**src/rtl/sram_port_arbiter_if.sv**
```systemverilog
// Bundle of the IF/DM requester handshakes and the shared SRAM macro pins.
// The slave modport is the arbiter's view; master is the requester/SRAM side.
interface sram_port_arbiter_if #(
  parameter int unsigned ADDR_W = 14
) ();
  logic              if_req;
  logic [31:0]       if_addr;
  logic              if_gnt;
  logic              if_rvalid;
  logic [31:0]       if_rdata;

  logic              dm_req;
  logic              dm_we;
  logic [2:0]        dm_funct3;
  logic [31:0]       dm_addr;
  logic [31:0]       dm_wdata;
  logic              dm_gnt;
  logic              dm_rvalid;
  logic [31:0]       dm_rdata;
  logic              dm_misalign;

  logic              sram_cs;
  logic              sram_oe;
  logic [3:0]        sram_web;
  logic [ADDR_W-1:0] sram_a;
  logic [31:0]       sram_di;
  logic [31:0]       sram_do;

  modport slave (
    input  if_req, if_addr, dm_req, dm_we, dm_funct3, dm_addr, dm_wdata, sram_do,
    output if_gnt, if_rvalid, if_rdata, dm_gnt, dm_rvalid, dm_rdata, dm_misalign,
           sram_cs, sram_oe, sram_web, sram_a, sram_di
  );

  modport master (
    output if_req, if_addr, dm_req, dm_we, dm_funct3, dm_addr, dm_wdata, sram_do,
    input  if_gnt, if_rvalid, if_rdata, dm_gnt, dm_rvalid, dm_rdata, dm_misalign,
           sram_cs, sram_oe, sram_web, sram_a, sram_di
  );
endinterface

```
**src/rtl/sram_port_arbiter.sv**
```systemverilog
// Shares one single-ported SRAM between instruction fetch and the data stage.
// DM has priority; a wait counter forces an IF win after MAX_WAIT lost cycles.
module sram_port_arbiter #(
  parameter int unsigned ADDR_W   = 14,
  parameter int unsigned MAX_WAIT = 4
) (
  input logic                clk,
  input logic                reset,
  sram_port_arbiter_if.slave bus
);
  localparam int unsigned    CntW    = $clog2(MAX_WAIT + 1);
  localparam logic [CntW-1:0] WaitMax = CntW'(MAX_WAIT);

  localparam logic [1:0] StIdle   = 2'd0;
  localparam logic [1:0] StRespIf = 2'd1;
  localparam logic [1:0] StRespDm = 2'd2;

  logic [CntW-1:0] wait_q, wait_d;
  logic [1:0]      state_q, state_d;
  logic [2:0]      f3_q, f3_d;
  logic [1:0]      off_q, off_d;

  logic       dm_win, if_win;
  logic [1:0] off;
  logic [2:0] f3;
  logic       half_acc, word_acc, misalign;

  assign off = bus.dm_addr[1:0];
  assign f3  = bus.dm_funct3;

  // Store funct3 1xx is not a legal store, so it never counts as a half access.
  assign half_acc = (f3[1:0] == 2'b01) && (!bus.dm_we || !f3[2]);
  assign word_acc = (f3 == 3'b010);
  assign misalign = (half_acc && off[0]) || (word_acc && (off != 2'b00));

  assign dm_win = bus.dm_req && (wait_q != WaitMax);
  assign if_win = bus.if_req && !dm_win;

  assign bus.if_gnt      = if_win;
  assign bus.dm_gnt      = dm_win;
  assign bus.dm_misalign = dm_win && misalign;

  always_comb begin
    wait_d = wait_q;
    if (!bus.if_req || if_win) begin
      wait_d = '0;
    end else if (dm_win && (wait_q != WaitMax)) begin
      wait_d = wait_q + 1'b1;
    end
  end

  always_comb begin
    bus.sram_cs  = 1'b0;
    bus.sram_oe  = 1'b0;
    bus.sram_web = 4'b1111;
    bus.sram_a   = '0;
    bus.sram_di  = '0;
    if (if_win) begin
      bus.sram_cs = 1'b1;
      bus.sram_oe = 1'b1;
      bus.sram_a  = bus.if_addr[ADDR_W+1:2];
    end else if (dm_win) begin
      bus.sram_a = bus.dm_addr[ADDR_W+1:2];
      if (!misalign) begin
        if (bus.dm_we) begin
          case (f3)
            3'b000: begin
              bus.sram_cs  = 1'b1;
              bus.sram_web = ~(4'b0001 << off);
              bus.sram_di  = {4{bus.dm_wdata[7:0]}};
            end
            3'b001: begin
              bus.sram_cs  = 1'b1;
              bus.sram_web = off[1] ? 4'b0011 : 4'b1100;
              bus.sram_di  = {2{bus.dm_wdata[15:0]}};
            end
            3'b010: begin
              bus.sram_cs  = 1'b1;
              bus.sram_web = 4'b0000;
              bus.sram_di  = bus.dm_wdata;
            end
            default: ;
          endcase
        end else begin
          bus.sram_cs = 1'b1;
          bus.sram_oe = 1'b1;
        end
      end
    end
  end

  always_comb begin
    state_d = StIdle;
    f3_d    = f3_q;
    off_d   = off_q;
    if (if_win) begin
      state_d = StRespIf;
    end else if (dm_win && !bus.dm_we && !misalign) begin
      state_d = StRespDm;
      f3_d    = f3;
      off_d   = off;
    end
  end

  always_ff @(posedge clk or negedge reset) begin
    if (!reset) begin
      state_q <= StIdle;
      wait_q  <= '0;
      f3_q    <= '0;
      off_q   <= '0;
    end else begin
      state_q <= state_d;
      wait_q  <= wait_d;
      f3_q    <= f3_d;
      off_q   <= off_d;
    end
  end

  logic [7:0]  rd_byte;
  logic [15:0] rd_half;

  assign rd_byte = bus.sram_do[8*off_q +: 8];
  assign rd_half = off_q[1] ? bus.sram_do[31:16] : bus.sram_do[15:0];

  assign bus.if_rvalid = (state_q == StRespIf);
  assign bus.dm_rvalid = (state_q == StRespDm);
  assign bus.if_rdata  = bus.if_rvalid ? bus.sram_do : 32'h0;

  always_comb begin
    bus.dm_rdata = 32'h0;
    if (bus.dm_rvalid) begin
      case (f3_q)
        3'b000:  bus.dm_rdata = {{24{rd_byte[7]}}, rd_byte};
        3'b100:  bus.dm_rdata = {24'h0, rd_byte};
        3'b001:  bus.dm_rdata = {{16{rd_half[15]}}, rd_half};
        3'b101:  bus.dm_rdata = {16'h0, rd_half};
        default: bus.dm_rdata = bus.sram_do;
      endcase
    end
  end

  // Only the word-address slice of each byte address reaches the SRAM.
  logic unused_addr;
  assign unused_addr = ^{bus.if_addr[1:0], bus.if_addr[31:ADDR_W+2], bus.dm_addr[31:ADDR_W+2]};
endmodule

```
**src/flat_wrapper.sv**
```systemverilog
// flat-port wrapper written by rule: the top's interface ports become plain ports
module sram_port_arbiter_flat 
#(
  parameter int unsigned ADDR_W   = 14,
  parameter int unsigned MAX_WAIT = 4
)
  (clk, reset, bus_if_req, bus_if_addr, bus_dm_req, bus_dm_we, bus_dm_funct3, bus_dm_addr, bus_dm_wdata, bus_sram_do, bus_if_gnt, bus_if_rvalid, bus_if_rdata, bus_dm_gnt, bus_dm_rvalid, bus_dm_rdata, bus_dm_misalign, bus_sram_cs, bus_sram_oe, bus_sram_web, bus_sram_a, bus_sram_di);
  sram_port_arbiter_if #(.ADDR_W(ADDR_W)) bus_i ();
  input logic clk;
  input logic reset;
  input wire logic [$bits(bus_i.if_req)-1:0] bus_if_req;
  input wire logic [$bits(bus_i.if_addr)-1:0] bus_if_addr;
  input wire logic [$bits(bus_i.dm_req)-1:0] bus_dm_req;
  input wire logic [$bits(bus_i.dm_we)-1:0] bus_dm_we;
  input wire logic [$bits(bus_i.dm_funct3)-1:0] bus_dm_funct3;
  input wire logic [$bits(bus_i.dm_addr)-1:0] bus_dm_addr;
  input wire logic [$bits(bus_i.dm_wdata)-1:0] bus_dm_wdata;
  input wire logic [$bits(bus_i.sram_do)-1:0] bus_sram_do;
  output wire logic [$bits(bus_i.if_gnt)-1:0] bus_if_gnt;
  output wire logic [$bits(bus_i.if_rvalid)-1:0] bus_if_rvalid;
  output wire logic [$bits(bus_i.if_rdata)-1:0] bus_if_rdata;
  output wire logic [$bits(bus_i.dm_gnt)-1:0] bus_dm_gnt;
  output wire logic [$bits(bus_i.dm_rvalid)-1:0] bus_dm_rvalid;
  output wire logic [$bits(bus_i.dm_rdata)-1:0] bus_dm_rdata;
  output wire logic [$bits(bus_i.dm_misalign)-1:0] bus_dm_misalign;
  output wire logic [$bits(bus_i.sram_cs)-1:0] bus_sram_cs;
  output wire logic [$bits(bus_i.sram_oe)-1:0] bus_sram_oe;
  output wire logic [$bits(bus_i.sram_web)-1:0] bus_sram_web;
  output wire logic [$bits(bus_i.sram_a)-1:0] bus_sram_a;
  output wire logic [$bits(bus_i.sram_di)-1:0] bus_sram_di;
  assign bus_i.if_req = bus_if_req;
  assign bus_i.if_addr = bus_if_addr;
  assign bus_i.dm_req = bus_dm_req;
  assign bus_i.dm_we = bus_dm_we;
  assign bus_i.dm_funct3 = bus_dm_funct3;
  assign bus_i.dm_addr = bus_dm_addr;
  assign bus_i.dm_wdata = bus_dm_wdata;
  assign bus_i.sram_do = bus_sram_do;
  assign bus_if_gnt = bus_i.if_gnt;
  assign bus_if_rvalid = bus_i.if_rvalid;
  assign bus_if_rdata = bus_i.if_rdata;
  assign bus_dm_gnt = bus_i.dm_gnt;
  assign bus_dm_rvalid = bus_i.dm_rvalid;
  assign bus_dm_rdata = bus_i.dm_rdata;
  assign bus_dm_misalign = bus_i.dm_misalign;
  assign bus_sram_cs = bus_i.sram_cs;
  assign bus_sram_oe = bus_i.sram_oe;
  assign bus_sram_web = bus_i.sram_web;
  assign bus_sram_a = bus_i.sram_a;
  assign bus_sram_di = bus_i.sram_di;
  sram_port_arbiter #(.ADDR_W(ADDR_W), .MAX_WAIT(MAX_WAIT)) u_core (.clk(clk), .reset(reset), .bus(bus_i));
endmodule
```
**config.mk**
```make
export PLATFORM = sky130hd
export DESIGN_NAME = sram_port_arbiter_flat
export DESIGN_NICKNAME = d
export VERILOG_FILES = /design/src/rtl/sram_port_arbiter_if.sv /design/src/rtl/sram_port_arbiter.sv /design/src/flat_wrapper.sv
export SDC_FILE = /design/constraint.sdc
export NUM_CORES = 1
export LEC_CHECK = 0
export BUFFER_PORTS_ARGS = -buffer_cell sky130_fd_sc_hd__buf_2
export CORE_AREA = 5 5 95 97
export CTS_CLUSTER_SIZE = 10
export DETAILED_ROUTE_END_ITERATION = 7
export DIE_AREA = 0 0 100 102
export GPL_TIMING_DRIVEN = 1
export PLACE_DENSITY = 0.69
export SLEW_MARGIN = 20
export SYNTH_ARGS = -nofsm -noshare
export SYNTH_HDL_FRONTEND = slang
export SYNTH_SLANG_ARGS = --single-unit
```
**constraint.sdc**
```tcl
create_clock -name clk -period 2.4 [get_ports clk]
set_clock_uncertainty 0.1 [all_clocks]
set_input_delay 0.24 -clock clk [delete_from_list [all_inputs] [get_ports clk]]
set_output_delay 0.24 -clock clk [all_outputs]
set_load 0.005 [all_outputs]
```
# Word level (Yosys, flattened, before mapping)
# Cells that the tools add are included.
[totals]
input_bits = 136
out_inout_bits = 121
regBits = 10
wordCells = 71
[op_classes]
shift = 2
n_reduce_logical = 23
eq_ne = 9
n_bitwise = 2
addsub = 1
n_mux = 30
[ops]
columns = ["cell", "count"]
rows = [
  ["2-to-1 mux 32 bit", 6],
  ["one-hot mux 32 bit (4 select lines)", 1],
  ["one-hot mux 32 bit (3 select lines)", 1],
  ["indexed part select 32 x 6 -> 8 bit", 1],
  ["2-to-1 mux 14 bit", 2],
  ["2-to-1 mux 4 bit", 5],
  ["2-to-1 mux 16 bit", 1],
  ["one-hot mux 4 bit (3 select lines)", 1],
  ["logical AND 1 bit", 9],
  ["2-to-1 mux 1 bit", 9],
  ["== test 3 x 1 -> 1 bit (second input constant)", 2],
  ["== test 3 bit (second input constant)", 2],
  ["zero test 3 bit", 2],
  ["2-to-1 mux 3 bit", 2],
  ["zero test 1 bit", 5],
  ["== test 2 x 1 -> 1 bit (second input constant)", 2],
  ["2-to-1 mux 2 bit", 2],
  ["NOT 4 bit", 1],
  ["nonzero test 2 bit", 2],
  ["<< shifter 1 x 2 -> 4 bit (first input constant)", 1],
  ["adder 3 x 1 -> 3 bit (second input constant)", 1],
  ["== test 3 x 2 -> 1 bit (second input constant)", 1],
  ["logical OR 1 bit", 3],
  ["!= test 3 bit (second input constant)", 1],
  ["4 further kinds", 4],
]

# Depth between registers and ports, before layout
[logic_depth]
depth_word = 9
ltp_mapped = 7
depth_no_buf = 5

# Worst setup path before layout
# Ideal clock, no wire load.
[synth_timing]
path_type = "reg-to-output"
from = "reg u_core.off_q[0]"
to = "out bus_dm_rdata[21]"
path_buffers = 2
t_arrival_ns = 1.647
stages_incl_launch_ff = 7
setup_slack_ns = 0.413
t_required_ns = 2.060
path_cell_list = "dfrtp_1 > mux4_2 > and3_1 > buf_6 > o221ai_4 > buf_4 > a21oi_1"
[synth_via]
elab_chain_cells = 3
[synth_lines]
columns = ["element", "line", "source"]
rows = [
  ["from (decl)", "sram_port_arbiter.sv:21", "logic [1:0] off_q, off_d;"],
  ["from (signal assigned)", "sram_port_arbiter.sv:110", "off_q <= '0;"],
  ["from (signal assigned)", "sram_port_arbiter.sv:115", "off_q <= off_d;"],
  ["indexed part select 32 x 6 -> 8 bit", "sram_port_arbiter.sv:122", "assign rd_byte = bus.sram_do[8*off_q +: 8];"],
  ["one-hot mux 32 bit (4 select lines)", "sram_port_arbiter.sv:132", "case (f3_q)"],
  ["2-to-1 mux 32 bit", "sram_port_arbiter.sv:131", "if (bus.dm_rvalid) begin"],
  ["to (decl)", "flat_wrapper.sv:24", "output wire logic [$bits(bus_i.dm_rdata)-1:0] bus_dm_rdata;"],
]
# No other way between the ends.

# Worst setup path in the final report
[layout_timing]
from = "reg u_core.off_q[0]"
to = "out bus_dm_rdata[15]"
# Same word-level chain as after synthesis.

==> results.sh <==
export IMPL_status="finished, final reports clean"
export IMPL_final_nets=692
export IMPL_worst_ep_arrival_time_ns=1.95
export IMPL_die_area_mm2=0.0102
export IMPL_timing_critical_path_required_ns=2.06
export IMPL_p_seq_frac=0.204
export IMPL_route_final_wire_length_um=10100
export IMPL_largest_net_degree_at_the_start_of_global_routing=34
export IMPL_first_iter_violations=80
export IMPL_report_final_setup_viol=0
export IMPL_yosys_top_cells_area="dfrtp_1, a21oi_1, and2_1"
export IMPL_drtPass1Iterations=4
export IMPL_initial_antenna_violation_count=2
export IMPL_track_usage=0.180
export IMPL_area_growth_from_synthesis_to_final_layout_pct=62.8
export IMPL_switching_share=0.425
export IMPL_met2_usage=0.358
export IMPL_minimum_clock_period_ns=2.29
export IMPL_power_share_clock=0.158
export IMPL_drt_antenna_violating_nets=0
export IMPL_criticalPathCategory="reg2out"
export IMPL_syn_num_nets=476
export IMPL_number_of_standard_cells_after_synthesis=338
export IMPL_finish_utilization=0.429
export IMPL_routabilityCongestion=0.879
export IMPL_synth_yosys_seq_area_share=0.118
export IMPL_power_internal_uw=605
export IMPL_setup_tns_ns=0
export IMPL_boundaryPins=257
export IMPL_rrSetupSlack_ns=0.73
export IMPL_cts_buffers=3
export IMPL_ys_warn_count=0
export IMPL_rsz_0062_raised_after_global_routing="false"
export IMPL_core_rowCount=33
export IMPL_synth_edf_count=0
export IMPL_timing_max_slew_rel_slack=0.683
export IMPL_drcViolationCount=0
export IMPL_post_drt_via_cell_ratio=4.88
export IMPL_cp_cell_sequence="mux4_2, and3_1, buf_4, o221a_2, buf_2"
export IMPL_ys_seq_elements=10
export IMPL_post_route_worst_setup_slack_ns=0.108
export IMPL_grt_pass1_wl_um=14900
export IMPL_cp_start_kind="flop"
export IMPL_groute_layer_met1_usage=0.188
export IMPL_drive_gt1_frac=0.496
export IMPL_synth_area_per_cell_um2=6.27
export IMPL_final_min_period_over_clock_period=0.955
export IMPL_timing_worst_slew_pin_value_ns=0.476
export IMPL_post_placement_cell_count=650
export IMPL_core_box_area_mm2=0.00805
export IMPL_timing_final_hold_violations=0
export IMPL_synth_async_sr_flop_share=1.00
export IMPL_holdCritPathClass="in2reg"
export IMPL_yosys_cell_types_count=39
export IMPL_cts_tree="built"
export IMPL_clk_pin_slew_worst_paths_ns=0.04
export IMPL_clockRootBuffer="clkbuf_8"
export IMPL_globalRouteOverflowTotal=0
export IMPL_h_tree_depth=1
export IMPL_drv_max_cap_violation_count=0
export IMPL_die_height_um=102
export IMPL_grt_busiest_layer="met2"
export IMPL_placement_io_buffers=222
export IMPL_power_density_mw_per_mm2=305
export IMPL_max_vdd_ir_drop_uv=93.6
export IMPL_cts_sinks=10
export IMPL_place_ws_ns=0.221
export IMPL_dp_final_hpwl_um=8650
export IMPL_timing_critical_path_slowest_cell_delay_ns=0.53
export IMPL_fmaxAchievable_ghz=0.436
export IMPL_total_chip_power_uw=1050
export IMPL_critical_path_slowest_cell="mux4_2"
export IMPL_path_max_fanout=8
export IMPL_net_switching_power_uw=447
export IMPL_final_max_slew_viol_count=0
export IMPL_routed_via_count=3213
export IMPL_synth_ff_type="dfrtp_1"
export IMPL_wl_per_cell_um=15.4
export IMPL_grt_use_met3=0.0355
export IMPL_synth_top_cell_area_share=0.118
export IMPL_cts_path_max_buffers=2
export IMPL_leakage_uw=0.00207
export IMPL_critical_path_endpoint_type="output pin"
export IMPL_comb_power_share=0.639
export IMPL_start_util=0.263
export IMPL_synth_area_leader_cell="dfrtp_1"
export IMPL_instances_no_fill=659
export IMPL_number_of_global_route_vias_before_repair=3073
export IMPL_clock_latency_ns=0.23
export IMPL_die_x_um=100
export IMPL_post_synth_instance_area_mm2=0.00212
[final timing paths]
check	start	endpoint	cells after the start
min reg2reg	u_core.wait_q[0]	u_core.wait_q[0]	1
max in group asynchronous	reset	u_core.off_q[1]	2
min	bus_dm_addr[1]	u_core.off_q[1]	2
min in group asynchronous	reset	u_core.state_q[0]	2
max	u_core.off_q[0]	bus_dm_rdata[15]	5
max reg2reg	u_core.wait_q[0]	u_core.off_q[0]	5
[timing repair]
| item | CTS | global route |
|---|---|---|
| pin swaps | 1 | 1 |
| hold buffers | 1 | 0 |
| hold endpoints to repair | 10 | 0 |
| setup endpoints to repair | 16 | 34 |
| buffers inserted | 1 | 2 |
| resized for setup | 0 | 3 |
[metal layers]
metal,share of wire,vias to the layer above
li1,-,1569
met1,0.36,1452
met2,0.51,176
met3,0.11,16
met4,0.021,0
met5,0,-
[cell usage in the layout (no fill, tap or decap), drive strengths merged, types with 3 or more instances in the layout]
| master | count |
|---|---|
| a21oi | 57 |
| dfrtp | 10 |
| nor2b | 5 |
| or2 | 8 |
| mux2i | 11 |
| and2 | 32 |
| a2bb2oi | 8 |
| o21ai | 31 |
| o22ai | 7 |
| inv | 35 |
| mux2 | 10 |
| nand2 | 49 |
| nor2 | 20 |
| buf | 238 |
| clkbuf | 3 |
[layout make-up]
cell class                 count  area (µm²)
antenna                        2        5.00
inverter                      35         131
timing repair buffer         239        1270
sequential                    10         250
clock buffer                   3        41.3
multi-input combinational    265        1620
tap                          105         131
fill                         871        4600
[state kept, by name (all words and copies together), names as in the netlist]
name	cells
u_core.f3_q	3
u_core.wait_q	3
u_core.off_q	2
u_core.state_q	2
[power groups by stage]
stage	clock network (µW)	registers (µW)	logic (µW)
2_1_floorplan	0	205	376
3_3_place_gp	0	214	649
3_5_place_dp	0	216	661
4_1_cts	173	214	671
5_1_grt	186	218	743
6_report	166	214	672
[worst max-delay path: cells and delay by family (launching register included)]
kind / cells / cell delay (ns)
multiplexers: 1 / 0.53
flip-flops: 1 / 0.40
buffers and inverters: 2 / 0.30
AO/OA/AOI/OAI: 1 / 0.25
AND/OR/NAND/NOR: 1 / 0.23
[logic make-up (layout without fill, tap and decap cells)]
logic type               count (synthesis)  in the layout  share of synthesized area
adder cells (fa/ha/maj)                  2              2                     0.0118
AO/OA/AOI/OAI                          114            114                      0.335
buffers and inverters                   63            277                      0.122
other                                    0              2                          0
AND/OR/NAND/NOR                        126            126                      0.294
flip-flops                              10             10                      0.118
XOR/XNOR                                 1              1                    0.00413
multiplexers                            22             22                      0.116
[Yosys cell counts, types with 5 or more instances]
| cell | count |
|---|---|
| or2_2 | 8 |
| o22ai_1 | 7 |
| inv_1 | 35 |
| mux2_2 | 8 |
| a21oi_1 | 47 |
| and2_1 | 32 |
| nand2_1 | 49 |
| clkbuf_1 | 22 |
| nor2_1 | 20 |
| a21oi_2 | 10 |
| nor2b_1 | 5 |
| a2bb2oi_1 | 8 |
| mux2i_1 | 11 |
| dfrtp_1 | 10 |
| o21ai_0 | 31 |
[per-stage QoR]
step | hold WS (ns) | instance area, µm²
after CTS | 0.209 | 3420
after detailed placement | 0.00949 | 3350
after floorplan | -0.156 | 2120
final | 0.221 | 3450
after global placement | 0.00406 | 3350
after global routing | 0.233 | 3450
Power figures use the tool's default switching activity.
